`src/rtl/hazard_pkg.sv`:
```
// Shared definitions for the scoreboarded hazard unit: forward selects,
// pipeline control bundle and a constant-evaluable clog2.
package hazard_pkg;

  localparam logic [1:0] FWD_NONE = 2'b00;
  localparam logic [1:0] FWD_WB   = 2'b01;
  localparam logic [1:0] FWD_MEM  = 2'b10;

  typedef struct packed {
    logic stall_f;
    logic stall_d;
    logic stall_e;
    logic stall_m;
    logic flush_d;
    logic flush_e;
  } ctrl_t;

  localparam ctrl_t CTRL_IDLE   = 6'b0000_00;
  localparam ctrl_t CTRL_FREEZE = 6'b1111_00;
  localparam ctrl_t CTRL_FLUSH  = 6'b0000_11;
  localparam ctrl_t CTRL_STALL  = 6'b1100_01;

  function automatic int clog2(input int value);
    int r;
    r = 0;
    for (int i = 0; i < 31; i++) begin
      if ((32'sd1 << i) < value) begin
        r = i + 1;
      end
    end
    return r;
  endfunction

endpackage

```
`src/rtl/hazard_unit_sb_if.sv`:
```
// Pipeline-side bundle of the hazard unit; master is the pipeline, slave is
// the hazard unit.
interface hazard_unit_sb_if
  import hazard_pkg::*;
#(
  parameter int REG_ADDR_W = 5,
  parameter int MAX_PEND   = 4,
  parameter int CNT_W      = 32
);

  localparam int NREGS = 2 ** REG_ADDR_W;
  localparam int PC_W  = clog2(MAX_PEND + 1);

  logic                  RegWriteM, RegWriteW;
  logic [REG_ADDR_W-1:0] RD_M, RD_W, RD_E, RD_D;
  logic [REG_ADDR_W-1:0] Rs1_E, Rs2_E, Rs1_D, Rs2_D;
  logic                  MemReadE, LongOpE, LongOpD, LongDoneW;
  logic [REG_ADDR_W-1:0] LongRD_W;
  logic                  PCSrcE, MemBusyM;
  logic [1:0]            ForwardAE, ForwardBE;
  logic                  StallF, StallD, StallE, StallM;
  logic                  FlushD, FlushE;
  logic [NREGS-1:0]      PendingVec;
  logic [PC_W-1:0]       PendCount;
  logic [CNT_W-1:0]      StallCycles;

  modport master (
    output RegWriteM, RegWriteW, RD_M, RD_W, RD_E, RD_D,
           Rs1_E, Rs2_E, Rs1_D, Rs2_D, MemReadE, LongOpE, LongOpD,
           LongDoneW, LongRD_W, PCSrcE, MemBusyM,
    input  ForwardAE, ForwardBE, StallF, StallD, StallE, StallM,
           FlushD, FlushE, PendingVec, PendCount, StallCycles
  );

  modport slave (
    input  RegWriteM, RegWriteW, RD_M, RD_W, RD_E, RD_D,
           Rs1_E, Rs2_E, Rs1_D, Rs2_D, MemReadE, LongOpE, LongOpD,
           LongDoneW, LongRD_W, PCSrcE, MemBusyM,
    output ForwardAE, ForwardBE, StallF, StallD, StallE, StallM,
           FlushD, FlushE, PendingVec, PendCount, StallCycles
  );

endinterface

```
`src/rtl/hazard_scoreboard.sv`:
```
// Per-register pending bits for in-flight long ops plus an in-flight count,
// with set/clear arbitration.
module hazard_scoreboard
  import hazard_pkg::*;
#(
  parameter  int REG_ADDR_W = 5,
  parameter  int MAX_PEND   = 4,
  localparam int NREGS      = 2 ** REG_ADDR_W,
  localparam int PC_W       = clog2(MAX_PEND + 1)
) (
  input  logic                  clk,
  input  logic                  rst,
  input  logic                  set_en,
  input  logic [REG_ADDR_W-1:0] set_addr,
  input  logic                  clr_en,
  input  logic [REG_ADDR_W-1:0] clr_addr,
  output logic [NREGS-1:0]      pending_vec,
  output logic [PC_W-1:0]       pend_count,
  output logic                  clr_valid
);

  localparam logic [NREGS-1:0]      ONE_HOT0 = {{(NREGS-1){1'b0}}, 1'b1};
  localparam logic [REG_ADDR_W-1:0] REG_ZERO = {REG_ADDR_W{1'b0}};
  localparam logic [PC_W-1:0]       CNT_MAX  = PC_W'(MAX_PEND);
  localparam logic [PC_W-1:0]       CNT_ONE  = {{(PC_W-1){1'b0}}, 1'b1};

  logic [NREGS-1:0] pending_r;
  logic [NREGS-1:0] pending_nxt_s;
  logic [PC_W-1:0]  count_r;
  logic             clr_valid_s, set_ok_s, same_s, inc_s, dec_s;

  // Set/clear arbitration: a same-register set and clear leaves the bit set and the count unchanged.
  always_comb begin
    clr_valid_s   = clr_en & pending_r[clr_addr];
    set_ok_s      = set_en & (set_addr != REG_ZERO);
    same_s        = set_ok_s & clr_valid_s & (set_addr == clr_addr);
    dec_s         = clr_valid_s & ~same_s;
    inc_s         = set_ok_s & ~pending_r[set_addr] & ((count_r != CNT_MAX) | dec_s);
    pending_nxt_s = (pending_r & ~(dec_s ? (ONE_HOT0 << clr_addr) : {NREGS{1'b0}}))
                  | (inc_s ? (ONE_HOT0 << set_addr) : {NREGS{1'b0}});
  end

  // Pending vector and in-flight count registers.
  always_ff @(posedge clk) begin
    if (rst) begin
      pending_r <= {NREGS{1'b0}};
      count_r   <= {PC_W{1'b0}};
    end else begin
      pending_r <= pending_nxt_s;
      case ({inc_s, dec_s})
        2'b10:   count_r <= count_r + CNT_ONE;
        2'b01:   count_r <= count_r - CNT_ONE;
        default: count_r <= count_r;
      endcase
    end
  end

  assign pending_vec = pending_r;
  assign pend_count  = count_r;
  assign clr_valid   = clr_valid_s;

endmodule

```
`src/rtl/hazard_unit_sb.sv`:
```
// Scoreboarded hazard unit: EX operand forwarding, load-use / long-op /
// occupancy stalls, branch flush, memory-wait freeze and a stall counter.
module hazard_unit_sb
  import hazard_pkg::*;
#(
  parameter int REG_ADDR_W = 5,
  parameter int MAX_PEND   = 4,
  parameter int CNT_W      = 32
) (
  input logic             clk,
  input logic             rst,
  hazard_unit_sb_if.slave hz
);

  localparam int NREGS = 2 ** REG_ADDR_W;
  localparam int PC_W  = clog2(MAX_PEND + 1);
  localparam logic [NREGS-1:0]      ONE_HOT0 = {{(NREGS-1){1'b0}}, 1'b1};
  localparam logic [REG_ADDR_W-1:0] REG_ZERO = {REG_ADDR_W{1'b0}};
  localparam logic [PC_W-1:0]       CNT_MAX  = PC_W'(MAX_PEND);
  localparam logic [CNT_W-1:0]      SC_ONE   = {{(CNT_W-1){1'b0}}, 1'b1};

  logic [NREGS-1:0] pending_s, visible_s;
  logic [PC_W-1:0]  pend_count_s;
  logic             clr_valid_s, set_en_s;
  logic             lu_s, sb_s, full_s;
  logic [1:0]       fwd_a_s, fwd_b_s;
  ctrl_t            ctrl_s;
  logic [CNT_W-1:0] stall_cycles_r;

  hazard_scoreboard #(
    .REG_ADDR_W(REG_ADDR_W),
    .MAX_PEND  (MAX_PEND)
  ) u_sb (
    .clk        (clk),
    .rst        (rst),
    .set_en     (set_en_s),
    .set_addr   (hz.RD_E),
    .clr_en     (hz.LongDoneW),
    .clr_addr   (hz.LongRD_W),
    .pending_vec(pending_s),
    .pend_count (pend_count_s),
    .clr_valid  (clr_valid_s)
  );

  // Operand forwarding: MEM beats WB, x0 and non-writing stages never forward.
  always_comb begin
    fwd_a_s = FWD_NONE;
    fwd_b_s = FWD_NONE;
    if (rst) begin
      fwd_a_s = FWD_NONE;
      fwd_b_s = FWD_NONE;
    end else begin
      if (hz.RegWriteM && hz.RD_M != REG_ZERO && hz.RD_M == hz.Rs1_E) fwd_a_s = FWD_MEM;
      else if (hz.RegWriteW && hz.RD_W != REG_ZERO && hz.RD_W == hz.Rs1_E) fwd_a_s = FWD_WB;
      else fwd_a_s = FWD_NONE;
      if (hz.RegWriteM && hz.RD_M != REG_ZERO && hz.RD_M == hz.Rs2_E) fwd_b_s = FWD_MEM;
      else if (hz.RegWriteW && hz.RD_W != REG_ZERO && hz.RD_W == hz.Rs2_E) fwd_b_s = FWD_WB;
      else fwd_b_s = FWD_NONE;
    end
  end

  // Hazard detection and stall/flush priority; a result written back this cycle is already readable in ID.
  always_comb begin
    visible_s = pending_s & ~(hz.LongDoneW ? (ONE_HOT0 << hz.LongRD_W) : {NREGS{1'b0}});
    lu_s   = hz.MemReadE & (hz.RD_E != REG_ZERO)
           & ((hz.RD_E == hz.Rs1_D) | (hz.RD_E == hz.Rs2_D));
    sb_s   = ((hz.Rs1_D != REG_ZERO) & visible_s[hz.Rs1_D])
           | ((hz.Rs2_D != REG_ZERO) & visible_s[hz.Rs2_D])
           | ((hz.RD_D  != REG_ZERO) & visible_s[hz.RD_D]);
    full_s = hz.LongOpD & (pend_count_s == CNT_MAX) & ~clr_valid_s;
    if (rst)                        ctrl_s = CTRL_IDLE;
    else if (hz.MemBusyM)           ctrl_s = CTRL_FREEZE;
    else if (hz.PCSrcE)             ctrl_s = CTRL_FLUSH;
    else if (lu_s | sb_s | full_s)  ctrl_s = CTRL_STALL;
    else                            ctrl_s = CTRL_IDLE;
    set_en_s = hz.LongOpE & ~ctrl_s.stall_e & ~ctrl_s.flush_e;
  end

  // Saturating count of cycles spent with ID held.
  always_ff @(posedge clk) begin
    if (rst) begin
      stall_cycles_r <= {CNT_W{1'b0}};
    end else if (ctrl_s.stall_d && stall_cycles_r != {CNT_W{1'b1}}) begin
      stall_cycles_r <= stall_cycles_r + SC_ONE;
    end else begin
      stall_cycles_r <= stall_cycles_r;
    end
  end

  assign hz.ForwardAE   = fwd_a_s;
  assign hz.ForwardBE   = fwd_b_s;
  assign hz.StallF      = ctrl_s.stall_f;
  assign hz.StallD      = ctrl_s.stall_d;
  assign hz.StallE      = ctrl_s.stall_e;
  assign hz.StallM      = ctrl_s.stall_m;
  assign hz.FlushD      = ctrl_s.flush_d;
  assign hz.FlushE      = ctrl_s.flush_e;
  assign hz.PendingVec  = pending_s;
  assign hz.PendCount   = pend_count_s;
  assign hz.StallCycles = stall_cycles_r;

endmodule

```
`src/flat_wrapper.sv`:
```
// flat-port wrapper written by rule: the top's interface ports become plain ports
module hazard_unit_sb_flat import hazard_pkg::*;
#(
  parameter int REG_ADDR_W = 5,
  parameter int MAX_PEND   = 4,
  parameter int CNT_W      = 32
)
  (clk, rst, hz_RegWriteM, hz_RegWriteW, hz_RD_M, hz_RD_W, hz_RD_E, hz_RD_D, hz_Rs1_E, hz_Rs2_E, hz_Rs1_D, hz_Rs2_D, hz_MemReadE, hz_LongOpE, hz_LongOpD, hz_LongDoneW, hz_LongRD_W, hz_PCSrcE, hz_MemBusyM, hz_ForwardAE, hz_ForwardBE, hz_StallF, hz_StallD, hz_StallE, hz_StallM, hz_FlushD, hz_FlushE, hz_PendingVec, hz_PendCount, hz_StallCycles);
  hazard_unit_sb_if #(.REG_ADDR_W(REG_ADDR_W), .MAX_PEND(MAX_PEND), .CNT_W(CNT_W)) hz_i ();
  input logic clk;
  input logic rst;
  input wire logic [$bits(hz_i.RegWriteM)-1:0] hz_RegWriteM;
  input wire logic [$bits(hz_i.RegWriteW)-1:0] hz_RegWriteW;
  input wire logic [$bits(hz_i.RD_M)-1:0] hz_RD_M;
  input wire logic [$bits(hz_i.RD_W)-1:0] hz_RD_W;
  input wire logic [$bits(hz_i.RD_E)-1:0] hz_RD_E;
  input wire logic [$bits(hz_i.RD_D)-1:0] hz_RD_D;
  input wire logic [$bits(hz_i.Rs1_E)-1:0] hz_Rs1_E;
  input wire logic [$bits(hz_i.Rs2_E)-1:0] hz_Rs2_E;
  input wire logic [$bits(hz_i.Rs1_D)-1:0] hz_Rs1_D;
  input wire logic [$bits(hz_i.Rs2_D)-1:0] hz_Rs2_D;
  input wire logic [$bits(hz_i.MemReadE)-1:0] hz_MemReadE;
  input wire logic [$bits(hz_i.LongOpE)-1:0] hz_LongOpE;
  input wire logic [$bits(hz_i.LongOpD)-1:0] hz_LongOpD;
  input wire logic [$bits(hz_i.LongDoneW)-1:0] hz_LongDoneW;
  input wire logic [$bits(hz_i.LongRD_W)-1:0] hz_LongRD_W;
  input wire logic [$bits(hz_i.PCSrcE)-1:0] hz_PCSrcE;
  input wire logic [$bits(hz_i.MemBusyM)-1:0] hz_MemBusyM;
  output wire logic [$bits(hz_i.ForwardAE)-1:0] hz_ForwardAE;
  output wire logic [$bits(hz_i.ForwardBE)-1:0] hz_ForwardBE;
  output wire logic [$bits(hz_i.StallF)-1:0] hz_StallF;
  output wire logic [$bits(hz_i.StallD)-1:0] hz_StallD;
  output wire logic [$bits(hz_i.StallE)-1:0] hz_StallE;
  output wire logic [$bits(hz_i.StallM)-1:0] hz_StallM;
  output wire logic [$bits(hz_i.FlushD)-1:0] hz_FlushD;
  output wire logic [$bits(hz_i.FlushE)-1:0] hz_FlushE;
  output wire logic [$bits(hz_i.PendingVec)-1:0] hz_PendingVec;
  output wire logic [$bits(hz_i.PendCount)-1:0] hz_PendCount;
  output wire logic [$bits(hz_i.StallCycles)-1:0] hz_StallCycles;
  assign hz_i.RegWriteM = hz_RegWriteM;
  assign hz_i.RegWriteW = hz_RegWriteW;
  assign hz_i.RD_M = hz_RD_M;
  assign hz_i.RD_W = hz_RD_W;
  assign hz_i.RD_E = hz_RD_E;
  assign hz_i.RD_D = hz_RD_D;
  assign hz_i.Rs1_E = hz_Rs1_E;
  assign hz_i.Rs2_E = hz_Rs2_E;
  assign hz_i.Rs1_D = hz_Rs1_D;
  assign hz_i.Rs2_D = hz_Rs2_D;
  assign hz_i.MemReadE = hz_MemReadE;
  assign hz_i.LongOpE = hz_LongOpE;
  assign hz_i.LongOpD = hz_LongOpD;
  assign hz_i.LongDoneW = hz_LongDoneW;
  assign hz_i.LongRD_W = hz_LongRD_W;
  assign hz_i.PCSrcE = hz_PCSrcE;
  assign hz_i.MemBusyM = hz_MemBusyM;
  assign hz_ForwardAE = hz_i.ForwardAE;
  assign hz_ForwardBE = hz_i.ForwardBE;
  assign hz_StallF = hz_i.StallF;
  assign hz_StallD = hz_i.StallD;
  assign hz_StallE = hz_i.StallE;
  assign hz_StallM = hz_i.StallM;
  assign hz_FlushD = hz_i.FlushD;
  assign hz_FlushE = hz_i.FlushE;
  assign hz_PendingVec = hz_i.PendingVec;
  assign hz_PendCount = hz_i.PendCount;
  assign hz_StallCycles = hz_i.StallCycles;
  hazard_unit_sb #(.REG_ADDR_W(REG_ADDR_W), .MAX_PEND(MAX_PEND), .CNT_W(CNT_W)) u_core (.clk(clk), .rst(rst), .hz(hz_i));
endmodule
```
`config.mk`:
```
export PLATFORM = sky130hd
export DESIGN_NAME = hazard_unit_sb_flat
export DESIGN_NICKNAME = d
export VERILOG_FILES = /design/src/rtl/hazard_pkg.sv /design/src/rtl/hazard_unit_sb_if.sv /design/src/rtl/hazard_scoreboard.sv /design/src/rtl/hazard_unit_sb.sv /design/src/flat_wrapper.sv
export SDC_FILE = /design/constraint.sdc
export NUM_CORES = 1
export LEC_CHECK = 0
export CORE_MARGIN = 10
export CORE_UTILIZATION = 56
export CTS_CLUSTER_DIAMETER = 100
export CTS_CLUSTER_SIZE = 30
export DETAILED_ROUTE_END_ITERATION = 16
export HOLD_SLACK_MARGIN = 0.08
export PLACE_DENSITY_LB_ADDON = 0.15
export SYNTH_ARGS = -nofsm -noshare
export SYNTH_HDL_FRONTEND = slang
export SYNTH_SLANG_ARGS = --single-unit
export TNS_END_PERCENT = 1
```
`constraint.sdc`:
```
create_clock -name clk -period 7.3 [get_ports clk]
set_input_delay 1.46 -clock clk [delete_from_list [all_inputs] [get_ports clk]]
set_output_delay 1.46 -clock clk [all_outputs]
set_load 0.01 [all_outputs]
```
# Word level (Yosys, flattened, before mapping)
# Cells that the tools add are included.
dict set report word_totals {
  elab_cells 95
  input_bits 55
  output_inout_bits 77
  mem_bits_ro 0
  memories 0
  ram_bits 0
  register_bits 67
  latch_bits 0
}
dict set report classes {
  n_mux 24
  multipliers 0
  div 0
  addsub 3
  shifts 2
  reduce_logical 14
  eq_ne 12
  magnitude_cmp 5
  bitwise 32
}
# op count
set op_table {}
lappend op_table {{$mux 32} 3}
lappend op_table {{$and 32x32->32} 2}
lappend op_table {{$not 32->32} 2}
lappend op_table {{$shl 1x5->32 const A} 2}
lappend op_table {{$eq 5x5->1} 7}
lappend op_table {{$add 32x1->32 const B} 1}
lappend op_table {{$ne 32x32->1 const B} 1}
lappend op_table {{$or 32x32->32} 1}
lappend op_table {{$lt 5x6->1 const B} 5}
lappend op_table {{$reduce_bool 5->1} 6}
lappend op_table {{$bmux 1 s5} 5}
lappend op_table {{$mux 6} 4}
lappend op_table {{$and 1x1->1} 16}
lappend op_table {{$mux 2} 4}
lappend op_table {{$logic_and 1x1->1} 7}
lappend op_table {{$mux 1} 7}
lappend op_table {{$or 1x1->1} 6}
lappend op_table {{$pmux 3 s2} 1}
lappend op_table {{$not 1->1} 5}
lappend op_table {{$add 3x1->3 const B} 1}
lappend op_table {{$eq 3x3->1 const B} 1}
lappend op_table {{$ne 3x3->1 const B} 1}
lappend op_table {{$sub 3x1->3 const B} 1}
lappend op_table {{$eq 2x1->1 const B} 1}
lappend op_table {{2 further kinds} 2}

# Logic depth before layout (Yosys ltp)
# Gate-level depths: netlist of the first run.
dict set report depth {
  word_depth 27
  depth_mapped 18
  depth_no_buf 16
}

# Cells and area by module
# From an unflattened synthesis of the first run, not the netlist that was laid out.
dict set report hier_totals {
  cells_unflattened 790
  hier_area_um2 6033.3
}
# module area_per_inst_um2 n_inst seq_area_each_um2 cells_per_inst
set by_module_without_submodules {}
lappend by_module_without_submodules {hazard_unit_sb 3713.6 1 640.6 512}
lappend by_module_without_submodules {hazard_scoreboard 2319.7 1 700.7 278}

# Least setup slack after synthesis of the first run
# OpenSTA, ideal clock, no wires.
dict set report synth_path {
  path_kind {input to output}
  start {input hz_RD_D[0]}
  end {output hz_StallF}
  arrival_ns 3.790
  t_required_ns 5.840
  n_path_buf 5
  cell_stages 11
  path_slack_ns 2.050
  cell_sequence {clkbuf_1 > clkbuf_1 > buf_1 > mux2_2 > o221ai_1 > nand4_1 > nand3_2 > nor2_1 > a221oi_4 > buf_2 > buf_4}
}
dict set report synth_between {
  elab_chain_len 10
  elab_cells_between_ends 11
  cone_classes {6 x mux; 4 x bitwise; 1 x reduce/logical}
}
# item line_no
set synth_lines {}
lappend synth_lines {{start, declared} flat_wrapper.sv:17} ;# input wire logic [$bits(hz_i.RD_D)-1:0] hz_RD_D;
lappend synth_lines {{$bmux 1 s5} hazard_unit_sb.sv:69} ;# | ((hz.RD_D != REG_ZERO) & visible_s[hz.RD_D]);
lappend synth_lines {{$mux 1 (not written as such)} hazard_unit_sb.sv:69}
lappend synth_lines {{$and 1x1->1 *} hazard_unit_sb.sv:69}
lappend synth_lines {{$or 1x1->1 *} hazard_unit_sb.sv:69}
lappend synth_lines {{$or 1x1->1 * (2 in series)} hazard_unit_sb.sv:74} ;# else if (lu_s | sb_s | full_s) ctrl_s = CTRL_STALL;
lappend synth_lines {{$mux 6 *} hazard_unit_sb.sv:74}
lappend synth_lines {{$mux 6 *} hazard_unit_sb.sv:73} ;# else if (hz.PCSrcE) ctrl_s = CTRL_FLUSH;
lappend synth_lines {{$mux 6 *} hazard_unit_sb.sv:72} ;# else if (hz.MemBusyM) ctrl_s = CTRL_FREEZE;
lappend synth_lines {{$mux 6 *} hazard_unit_sb.sv:71} ;# if (rst) ctrl_s = CTRL_IDLE;
lappend synth_lines {{end, declared} flat_wrapper.sv:31} ;# output wire logic [$bits(hz_i.StallF)-1:0] hz_StallF;
# Mark *: on every way between the ends. The rest lies on a longest branch, timed or not. The select of a mux whose other input is x is not followed.

# Worst setup path after layout of the first run
dict set report layout_path {
  start {input hz_LongRD_W[2]}
  end {output hz_FlushE}
}
dict set report layout_between {
  elab_chain_len 15
  elab_cells_between_ends 26
  cone_classes {1 x shift; 13 x mux; 12 x bitwise}
}
# item line_no
set layout_lines {}
lappend layout_lines {{start, declared} flat_wrapper.sv:26} ;# input wire logic [$bits(hz_i.LongRD_W)-1:0] hz_LongRD_W;
lappend layout_lines {{$shl 1x5->32} hazard_unit_sb.sv:64} ;# visible_s = pending_s & ~(hz.LongDoneW ? (ONE_HOT0 << hz.LongRD_W) : {NREGS{1'b0}});
lappend layout_lines {{$mux 32} hazard_unit_sb.sv:64}
lappend layout_lines {{$not 32->32} hazard_unit_sb.sv:64}
lappend layout_lines {{$and 32x32->32} hazard_unit_sb.sv:64}
lappend layout_lines {{$bmux 1 s5 (on tied branches)} {hazard_unit_sb.sv:67, hazard_unit_sb.sv:68}}
lappend layout_lines {{$mux 1 (on tied branches)} {hazard_unit_sb.sv:67, hazard_unit_sb.sv:68}}
lappend layout_lines {{$and 1x1->1 (on tied branches)} {hazard_unit_sb.sv:67, hazard_unit_sb.sv:68}}
lappend layout_lines {{$or 1x1->1} hazard_unit_sb.sv:68} ;# | ((hz.Rs2_D != REG_ZERO) & visible_s[hz.Rs2_D])
lappend layout_lines {{$or 1x1->1} hazard_unit_sb.sv:69}
lappend layout_lines {{$or 1x1->1} hazard_unit_sb.sv:74}
lappend layout_lines {{$or 1x1->1 *} hazard_unit_sb.sv:74}
lappend layout_lines {{$mux 6 *} hazard_unit_sb.sv:74}
lappend layout_lines {{$mux 6 *} hazard_unit_sb.sv:73}
lappend layout_lines {{$mux 6 *} hazard_unit_sb.sv:72}
lappend layout_lines {{$mux 6 *} hazard_unit_sb.sv:71}
lappend layout_lines {{end, declared} flat_wrapper.sv:36} ;# output wire logic [$bits(hz_i.FlushE)-1:0] hz_FlushE;
# Marks and branches as above.

==> metrics.md, run 1 <==
| Metric | Value |
|---|---|
| WP data arrival | `5.22 ns` |
| Flop2flop setup slack | `3.19 ns` |
| Fin Hold WS | `0.509 ns` |
| Met2 routed WL | `10.4 mm` |
| P_int | `708 uW` |
| Outcome | `finished, final reports clean` |
| Clock Path Buffers | `2` |
| Main combinational cell family by area after synthesis | `simple AND/OR/NAND/NOR gates` |
| Routed Antenna Nets | `0` |
| Layout cell share with drive strength beyond 1 | `9.85%` |
| Aggregate global routing overflow | `0` |
| Hold_buf cts | `0` |
| Placement Setup Slack | `0.728 ns` |
| Setup CP Type | `primary input to primary output` |
| Post-CTS sizing | `0` |
| CP top delay family | `buffers and inverters` |
| Ports | `132` |
| Post-synth ARST share | `0%` |
| Clock latency on the worst-skew pair | `0.37 ns` |
| Die ar. | `0.0147 mm2` |
| Fin nets | `855` |
| Post-synthesis simple-gate area fraction | `27.5%` |
| Max-slew headroom at the worst pin | `23.5%` |
| Worst Tran Pin Value | `1.15 ns` |
| Mapped Nets | `759` |
| Die Ht | `121 um` |
| Met3 Routed Length | `2.78 mm` |
| Buf/Inv on CP | `3` |
| CP max-delay cell | `clkdlybuf4s50_1` |
| Reg2reg start | `u_core.hz.StallCycles[8]` |
| Fin Clk Skew | `0.0164 ns` |
| Die W | `121 um` |
| DRC violations left | `0` |
| Post-DP HPWL | `17.3 mm` |
| DR iter-0 viols | `956` |
| Core box area | `0.00986 mm2` |
| Levels on crit path | `10` |
| Cells after Synth | `701` |
| Hold Crit Depth | `2` |
| Xor/xnor share of the synthesized area | `7.65%` |
| RSZ-0062 raised after global routing | `false` |
| Max-slew violation count | `0` |
| Vias | `6,590` |
| CTS Buf Count | `9` |
| Clock Tree Root | `clkbuf_8` |
| Antenna violations before repair | `0` |
| Total of flip-flops plus latches after synthesis | `67` |
| M1 WL | `9.06 mm` |
| DP Area | `0.00702 mm2` |
| Post-CTS Setup Bufs | `0` |
| Setup TNS | `0 ns` |
| Hold Path Class | `flop to flop` |
| Detailed Routing Iterations Pass 1 | `5` |
| Worst-path maximum fanout | `16` |
| Design Area, Final | `0.00728 mm2` |
| Post-synthesis adder-cell area fraction | `0.787%` |
| Peak Freq | `150 MHz` |
| Sequential Power Share | `37.6%` |
| WHS Endpoint | `u_core.hz.StallCycles[15]` |
| Hold Vio Cnt, Final | `0` |
| Critical path startpoint category | `primary input` |
| Critical path capture point type | `primary output` |
| Count of input and output buffers | `131` |
| Initial Util | `58.0%` |
| DR WL/cell | `24.9 um` |
| Synthesized area | `0.00572 mm2` |
| Std-Cell Rows | `36` |
| Switching power | `296 uW` |
| Clock power frac | `40.4%` |
| Mapped Avg Cell Area | `8.17 um2` |
| Sw frac | `29.5%` |
| Max H-tree Level | `3` |
| Main flop type after synthesis | `dfxtp_1` |
| Worst Reg-to-Reg Cells | `11` |
| Minimum clock period | `6.68 ns` |
| Reg-to-Reg End | `u_core.hz.StallCycles[21]` |
| CTS clock-pin slew for the worst setup and hold paths | `0.08 ns` |
| Unique cell type count in the Yosys netlist | `80` |
| Setup ws final | `0.624 ns` |
| Pwr per Cell Area | `138 mW/mm2` |
| Top sig layer | `met4` |
| Required time worst endpoint | `5.84 ns` |
| GP Congestion | `0.979` |
| Peak supply drop | `0.148 mV` |
| Synth Area in Compound Gates | `22.0%` |
| Slowest stage delay, CP | `0.85 ns` |
| Vias per cell | `7.05` |
| Gate power share | `22.0%` |
| Largest net degree at the start of global routing | `47` |
| CTS tree | `done` |
| Period utilization | `91.5%` |
| Number of flops mapped to enable cells by yosys | `0` |
| Crit path cell chain | `clkdlybuf4s50_1 > nand4_1 > o21ai_0 > o221ai_1 > or4_1 > nand4_1 > nand3_2 > o311ai_4 > inv_1 > clkdlybuf4s50_1` |
| Tot GR Track Use | `30.8%` |
| Antenna Cells | `0` |
| Max-cap violations | `0` |
| First-pass GRT wire length | `36.1 mm` |
| Clock Sinks | `67` |
| Syn. warnings | `0` |
| Vias in the first global route | `6,526` |
| Seq/Total Area, Yosys | `23.4%` |
| Area Growth Syn to Fin | `27.1%` |
| Final setup vio count | `0` |
| Leakage | `2.34 nW` |
| Post-synthesis mux area share | `12.6%` |
| Hold path startpoint | `u_core.hz.StallCycles[15]` |
| Final wirelength | `23.2 mm` |
| End-of-flow core utilization | `73.8%` |
synth_stat cells, types with 6 or more instances:
cell type   n  area [um2]
nand3_1    54         270
xor2_1     33         289
or4_1      12        90.1
o21ai_0    49         245
a32o_1     13         130
nand4_1    10        62.6
or3_1       7        43.8
nor3_1     14        70.1
nor2_1     54         203
dfxtp_1    67        1340
mux2i_1    10         100
o31ai_1    10        75.1
o2111ai_1   7        61.3
xnor2_1    17         149
nor4_1      7        43.8
clkbuf_1   37         139
mux4_2     24         541
a21oi_1    17        85.1
nand2_1    54         203
o211ai_1   24         180
nand2b_1    7        43.8
buf_2       9        45.0
nor2b_1    14        87.6
inv_1      19        71.3
and3_1     11        68.8
nand4b_1    6        52.6
area by class of cell:
type,count,area [um2]
clock inverters,5,108
fillers,695,2590
clock buffers,11,151
repair buffers,143,1400
multi-input cells,556,4040
flip-flops and latches,67,1340
well taps,133,166
inverters,20,75.1
power groups by stage:
stage | Sequential (mW) | Combinational [mW] | Clock (mW)
6_report | 0.378 | 0.221 | 0.406
4_1_cts | 0.377 | 0.215 | 0.404
3_3_place_gp | 0.385 | 0.208 | 0
5_1_grt | 0.378 | 0.234 | 0.420
3_5_place_dp | 0.386 | 0.214 | 0
2_1_floorplan | 0.386 | 0.127 | 0
cells by family after synthesis:
group                    after synthesis
AND/OR/NAND/NOR                      289
AO/OA/AOI/OAI                        173
buffers and inverters                 78
flip-flops                            67
XOR/XNOR                              50
multiplexers                          41
adder cells (fa/ha/maj)                3
worst max-delay path by stage:
stage | end | slack, ns | startpoint
CTS | hz_FlushE | 0.73 | hz_LongRD_W[2]
global placement | hz_FlushE | 0.81 | hz_LongRD_W[2]
floorplan | hz_StallF | 2.05 | hz_RD_D[0]
finish | hz_FlushE | 0.62 | hz_LongRD_W[2]
detailed placement | hz_FlushE | 0.73 | hz_LongRD_W[2]
global route | hz_FlushE | 0.43 | hz_LongRD_W[2]
sequential cells by signal (all words and copies together), names as in the netlist:
name                     count
u_core.hz.StallCycles       32
u_core.u_sb.pend_count       3
u_core.u_sb.pending_vec     32
per-stage QoR:
stage / std cells / total power, mW
floorplan: 701 / 0.513
global route: 935 / 1.03
finish: 935 / 1.00
CTS: 935 / 0.996
global placement: 919 / 0.593
detailed placement: 919 / 0.599
per-layer routing:
layer,vias up,track usage (%)
met5,-,0
met4,0,14.2
met3,103,8.89
met2,515,47.3
met1,3124,39.1
li1,2848,-
cells in the final DEF (no fill, tap or decap), drive strengths merged, types with 12 or more instances in the layout:
cell type / count
mux4: 24
nand3: 55
a21oi: 17
nor3: 14
o211ai: 24
o21ai: 54
xor2: 33
xnor2: 17
nor2: 55
inv: 20
a32o: 13
buf: 13
dfxtp: 67
nor2b: 14
or4: 12
clkdlybuf4s50: 130
nand2: 55
worst register-to-register path, cell delays in order, from the launching register on:
cell and delay [ns]:
dfxtp_1 0.44, and4_1 0.28, and3_1 0.26, nand4_2 0.24, nor4_1 0.42, and3_1 0.33
and3_1 0.25, nand4_1 0.16, or3_1 0.56, nand2_2 0.61, nor4_2 0.14, mux2_1 0.33
No activity file was read; power rests on OpenSTA's default activity.
==> run 2: changes to the inputs <==
Settings changed: GPL_TIMING_DRIVEN from default to 0.
==> run 2 against run 1 <==
Net effect:
- die area stayed put
- largest cell class unchanged
- first-iteration DRC count is 17% higher
- total power is 4.0% lower
- largest power group is now sequential cells
- routed wire length is 1.3% higher
- cell area is 0.96% higher
- critical path depth is 2 higher
- critical endpoint is now hz_StallF
==> metrics.md, run 2 (synthesis results as in run 1) <==
| Metric | Value |
|---|---|
| Hold Vio Cnt, Final | `0` |
| Minimum clock period | `6.94 ns` |
| Fin nets | `893` |
| Ports | `132` |
| CP top delay family | `buffers and inverters` |
| Worst-path maximum fanout | `11` |
| Peak Freq | `144 MHz` |
| Critical path capture point type | `primary output` |
| Most frequent cells in the layout | `clkdlybuf4s50_1, dfxtp_1, nor2_1, nand2_1, nand3_1` |
| Max H-tree Level | `3` |
| Worst Tran Pin Value | `0.690 ns` |
| Clock Tree Root | `clkbuf_8` |
| Vias in the first global route | `6,746` |
| CP max-delay cell | `clkdlybuf4s50_1` |
| Period utilization | `95.0%` |
| Crit path cell chain | `clkdlybuf4s50_1 > buf_2 > nand4bb_1 > o21ai_0 > mux4_2 > o211a_1 > o22ai_1 > nor4bb_1 > a221oi_4 > buf_2 > buf_4 > clkdlybuf4s50_1` |
| Sw frac | `31.7%` |
| Max-cap violations | `0` |
| DR iter-0 viols | `1,116` |
| Die ar. | `0.0147 mm2` |
| First-pass GRT wire length | `36.3 mm` |
| Vias | `6,778` |
| Buf/Inv on CP | `5` |
| CTS clock-pin slew for the worst setup and hold paths | `0.08 ns` |
| Area Growth Syn to Fin | `28.3%` |
| Tot GR Track Use | `31.1%` |
| Gate power share | `23.5%` |
| Vias per cell | `6.97` |
| Antenna violations before repair | `0` |
| Aggregate global routing overflow | `0` |
| Setup TNS | `0 ns` |
| Leakage | `2.37 nW` |
| Std-Cell Rows | `36` |
| Peak supply drop | `0.154 mV` |
| Setup CP Type | `primary input to primary output` |
| Slowest stage delay, CP | `0.56 ns` |
| Clock power frac | `37.4%` |
| Layout cell share with drive strength beyond 1 | `9.88%` |
| Largest net degree at the start of global routing | `14` |
| RSZ-0062 raised after global routing | `false` |
| Die W | `121 um` |
| Reg-to-Reg End | `u_core.u_sb.pend_count[2]` |
| Post-CTS Setup Bufs | `0` |
| Hold path startpoint | `u_core.hz.StallCycles[20]` |
| Post-CTS sizing | `0` |
| Final wirelength | `23.5 mm` |
| Clock latency on the worst-skew pair | `0.37 ns` |
| Fill count | `689` |
| Final setup vio count | `0` |
| GP Congestion | `1.01` |
| Design Area, Final | `0.00735 mm2` |
| Sequential Power Share | `39.2%` |
| Critical path startpoint category | `primary input` |
| DP Area | `0.00712 mm2` |
| Required time worst endpoint | `5.84 ns` |
| DRC violations left | `0` |
| Switching power | `306 uW` |
| WP data arrival | `5.48 ns` |
| Die Ht | `121 um` |
| Pwr per Cell Area | `131 mW/mm2` |
| WHS Endpoint | `u_core.hz.StallCycles[20]` |
| Max-slew headroom at the worst pin | `54.0%` |
| Hold Path Class | `flop to flop` |
| Fin Clk Skew | `0.0149 ns` |
| Clock Sinks | `67` |
| Outcome | `finished, final reports clean` |
| DR WL/cell | `24.2 um` |
| Post-DP HPWL | `18.0 mm` |
| Worst Reg-to-Reg Cells | `16` |
| Core box area | `0.00986 mm2` |
| Detailed Routing Iterations Pass 1 | `6` |
| CTS Buf Count | `9` |
| Routed Antenna Nets | `0` |
| Hold_buf cts | `0` |
| Clock Path Buffers | `2` |
| Reg2reg start | `u_core.u_sb.pending_vec[13]` |
| P_int | `659 uW` |
| Initial Util | `58.0%` |
| Antenna Cells | `0` |
| Hold Crit Depth | `2` |
| Flop2flop setup slack | `3.32 ns` |
| Max-slew violation count | `0` |
| Commonest non-fill, non-tap cell in the layout | `clkdlybuf4s50_1` |
| Count of input and output buffers | `123` |
| CTS tree | `done` |
run 2: cell count changes in the layout (fill, tap and decap cells not counted):
cell	previous run	this run
clkbuf_8	11	9
inv_6	1	2
clkinv_4	1	2
clkdlybuf4s50_1	130	123
buf_2	1	9
clkbuf_1	0	37
bufinv_16	3	2
clkinv_2	0	1
buf_4	12	5
buf_6	0	3
buf_1	0	4
run 2: layout make-up:
type	instances	area (um2)	share of cell area (%)
clock inverters	7	100	1.36
repair buffers	123	1230	16.8
plain buffers	58	270	3.68
flip-flops and latches	67	1340	18.3
clock buffers	9	124	1.69
multi-input cells	556	4040	55.0
well taps	133	166	2.27
inverters	20	75.1	1.02
run 2: routing by layer:
metal | track usage [%] | part of all wire [%] | vias to the layer above
met5 | 0 | 0 | -
met4 | 9.95 | 3.5 | 0
met3 | 11.0 | 15 | 96
met2 | 48.9 | 45 | 586
met1 | 38.7 | 36 | 3169
li1 | - | - | 2927
run 2: worst max-delay path by stage:
stage | end | slack (ns) | cells after the start | startpoint
after global routing | hz_StallF | 0.29 | 12 | hz_LongRD_W[1]
after CTS | hz_StallF | 0.46 | 12 | hz_LongRD_W[1]
after detailed placement | hz_StallF | 0.47 | 12 | hz_LongRD_W[1]
after global placement | hz_StallF | 0.47 | 13 | hz_LongDoneW
after floorplan | hz_StallF | 2.05 | 11 | hz_RD_D[0]
final | hz_StallF | 0.36 | 12 | hz_LongRD_W[1]
run 2: metrics by stage:
stage	std cells	setup WS, ns	power, mW	util (%)	hold slack (ns)
global route	973	0.288	0.995	74.5	0.544
finish	973	0.363	0.964	74.5	0.505
detailed placement	957	0.467	0.604	72.2	0.491
floorplan	701	2.05	0.513	-	0.504
global placement	957	0.466	0.597	72.2	0.484
CTS	973	0.457	0.954	74.5	0.502
run 2: power by group through the flow:
| stage | logic, mW | registers [mW] | clock network [mW] |
|---|---|---|---|
| 2_1_floorplan | 0.127 | 0.386 | 0 |
| 3_3_place_gp | 0.212 | 0.385 | 0 |
| 3_5_place_dp | 0.218 | 0.386 | 0 |
| 4_1_cts | 0.220 | 0.377 | 0.357 |
| 5_1_grt | 0.240 | 0.378 | 0.376 |
| 6_report | 0.226 | 0.378 | 0.360 |
run 2: worst reg2reg max path, delay by kind of cell, from the launching register on:
kind,cells,cell delay (ns)
AO/OA/AOI/OAI,3,0.93
multiplexers,2,0.57
buffers and inverters,2,0.18
AND/OR/NAND/NOR,6,1.12
XOR/XNOR,1,0.08
adder cells (fa/ha/maj),2,0.42
flip-flops,1,0.63
==> run 3: changes to the inputs <==
Settings changed: SYNTH_HIERARCHICAL from default to 1.
==> run 3 against run 2 <==
Net effect:
- sequential cell count stayed put
- die area is 4.5% higher
- highest routed layer unchanged
- combinational power is 5% higher
- clock skew hardly changed
- critical path type unchanged
- fmax is 1.8% lower
- largest power group unchanged
- sequential share of layout area is 0.66 points lower
- hold slack better by 0.0048 ns
- synthesized cell count is 13% higher
==> metrics.md, run 3 <==
| Metric | Value |
|---|---|
| Max-slew headroom at the worst pin | `39.6%` |
| Total of flip-flops plus latches after synthesis | `67` |
| CTS clock-pin slew for the worst setup and hold paths | `0.07 ns` |
| Syn. warnings | `6` |
| Final wirelength | `25.0 mm` |
| Design Area, Final | `0.00762 mm2` |
| Antenna Cells | `0` |
| Mapped Nets | `847` |
| Antenna violations before repair | `0` |
| Post-CTS Setup Bufs | `0` |
| Number of flops mapped to enable cells by yosys | `0` |
| Setup TNS | `0 ns` |
| Max-slew violation count | `0` |
| WP data arrival | `5.60 ns` |
| Routed Antenna Nets | `0` |
| Period utilization | `96.8%` |
| Gate power share | `25.9%` |
| Peak supply drop | `0.153 mV` |
| Fin nets | `981` |
| Switching power | `315 uW` |
| Vias in the first global route | `7,164` |
| Post-synth ARST share | `0%` |
| Die Ht | `124 um` |
| Most frequent cells in the layout | `clkdlybuf4s50_1, o21ai_0, dfxtp_1, nor2b_1, nand2_1` |
| Synth cell count leaders | `o21ai_0, dfxtp_1, nor2b_1, nand2_1, mux2i_1` |
| Worst Tran Pin Value | `0.894 ns` |
| Critical path capture point type | `primary output` |
| Largest net degree at the start of global routing | `14` |
| Max H-tree Level | `3` |
| Post-DP HPWL | `18.4 mm` |
| Mapped Avg Cell Area | `7.64 um2` |
| Die ar. | `0.0153 mm2` |
| Required time worst endpoint | `5.84 ns` |
| Ports | `132` |
| Unique cell type count in the Yosys netlist | `68` |
| Aggregate global routing overflow | `0` |
| Sw frac | `34.4%` |
| Outcome | `finished, final reports clean` |
| Placement Setup Slack | `0.317 ns` |
| Worst-path maximum fanout | `10` |
| Clock Sinks | `67` |
| Seq/Total Area, Yosys | `22.2%` |
| Max-cap violations | `0` |
| DR iter-0 viols | `1,325` |
| Commonest non-fill, non-tap cell in the layout | `clkdlybuf4s50_1` |
| Final setup vio count | `0` |
| Clock Path Buffers | `2` |
| Peak Freq | `142 MHz` |
| DR WL/cell | `23.5 um` |
| Count of input and output buffers | `123` |
| P_int | `600 uW` |
| Synth area leaders | `dfxtp_1, mux2i_1, o21ai_0` |
| Synth area leader | `dfxtp_1` |
| Cells after Synth | `790` |
| Setup CP Type | `primary input to primary output` |
| GP Congestion | `1.15` |
| CTS tree | `done` |
| Critical path startpoint category | `primary input` |
| End-of-flow core utilization | `73.2%` |
| Initial Util | `57.9%` |
| Detailed Routing Iterations Pass 1 | `7` |
| Std-Cell Rows | `37` |
| Layout cell share with drive strength beyond 1 | `8.07%` |
| CTS Buf Count | `9` |
| First-pass GRT wire length | `38.1 mm` |
| DRC violations left | `0` |
| Synthesized area | `0.00603 mm2` |
| Post-synth top area share | `22.2%` |
| Layout Cells excl Fill | `1,065` |
| Sequential Power Share | `41.2%` |
| Clock Tree Root | `clkbuf_8` |
| Most frequent cell after synthesis | `o21ai_0` |
| Pwr per Cell Area | `120 mW/mm2` |
| Die W | `124 um` |
| Vias | `7,523` |
| Clock power frac | `32.9%` |
| Core box area | `0.0104 mm2` |
| Post-CTS sizing | `0` |
| Setup ws final | `0.236 ns` |
| Minimum clock period | `7.06 ns` |
| DP Area | `0.00743 mm2` |
| Placed insts | `1,049` |
| Clock latency on the worst-skew pair | `0.38 ns` |
| Fin Clk Skew | `0.0145 ns` |
| Main flop type after synthesis | `dfxtp_1` |
| Leakage | `2.45 nW` |
| Hold_buf cts | `0` |
| Fill count | `770` |
| RSZ-0062 raised after global routing | `false` |
| Hold Path Class | `flop to flop` |
| Vias per cell | `7.06` |
| Hold Vio Cnt, Final | `0` |
| Tot GR Track Use | `31.4%` |
| Area Growth Syn to Fin | `26.3%` |
-- run 3: layout make-up --
cell class / instances / area, um2 / share of cell area [%]
repair buffers: 123 / 1230 / 16.2
flip-flops and latches: 67 / 1340 / 17.6
inverters: 11 / 41.3 / 0.542
multi-input cells: 648 / 4350 / 57.1
well taps: 136 / 170 / 2.23
clock inverters: 6 / 50.0 / 0.657
clock buffers: 10 / 138 / 1.81
plain buffers: 64 / 298 / 3.91
-- run 3: final timing paths --
check / start / endpoint / slack (ns) / cells past startpoint
min reg2reg: u_core/hz.StallCycles[8] / u_core/hz.StallCycles[8] / 0.51 / 2
min: u_core/hz.StallCycles[8] / u_core/hz.StallCycles[8] / 0.51 / 2
max: hz_LongRD_W[0] / hz_StallF / 0.24 / 13
max reg2reg: u_core/u_sb/pending_vec[13] / u_core/u_sb/pend_count[2] / 1.94 / 19
-- run 3: critical path: stages --
cell	delay, ns
clkdlybuf4s50_1	0.64
clkbuf_1	0.43
mux4_2	0.39
a222oi_1	0.63
and2_1	0.23
nor4_1	0.08
a31oi_1	0.19
o31ai_1	0.12
or3_1	0.34
or2_2	0.32
and2_1	0.17
buf_4	0.13
clkdlybuf4s50_1	0.47
-- run 3: kinds of logic (layout without fill, tap and decap cells) --
kind of cell    after synthesis  count (layout)  share of synthesized area, %
flops                        67              67                          22.2
buf+inv                      75             214                          5.62
xor+xnor                     37              37                          5.37
fa+ha+maj                     2               2                         0.539
mux                          60              60                          11.0
simple gates                318             318                          30.5
compound gates              231             231                          24.7
-- run 3: power by group through the flow --
stage	clock [mW]	sequential, mW	combinational (mW)
detailed placement	0	0.385	0.227
CTS	0.301	0.376	0.229
global placement	0	0.384	0.222
floorplan	0	0.384	0.135
finish	0.301	0.377	0.237
global route	0.317	0.377	0.252
-- run 3: layer usage --
metal | vias to the layer above | global-route usage (%) | wire length [um]
met5 | - | 0 | 0
met4 | 0 | 14.7 | 1160
met3 | 133 | 8.87 | 3340
met2 | 636 | 49.1 | 11400
met1 | 3487 | 39.1 | 9100
li1 | 3267 | - | -
-- run 3: per-stage QoR --
stage / hold slack, ns / total power [mW]
finish: 0.509 / 0.915
global route: 0.535 / 0.946
CTS: 0.500 / 0.907
detailed placement: 0.491 / 0.612
global placement: 0.469 / 0.606
floorplan: 0.498 / 0.519
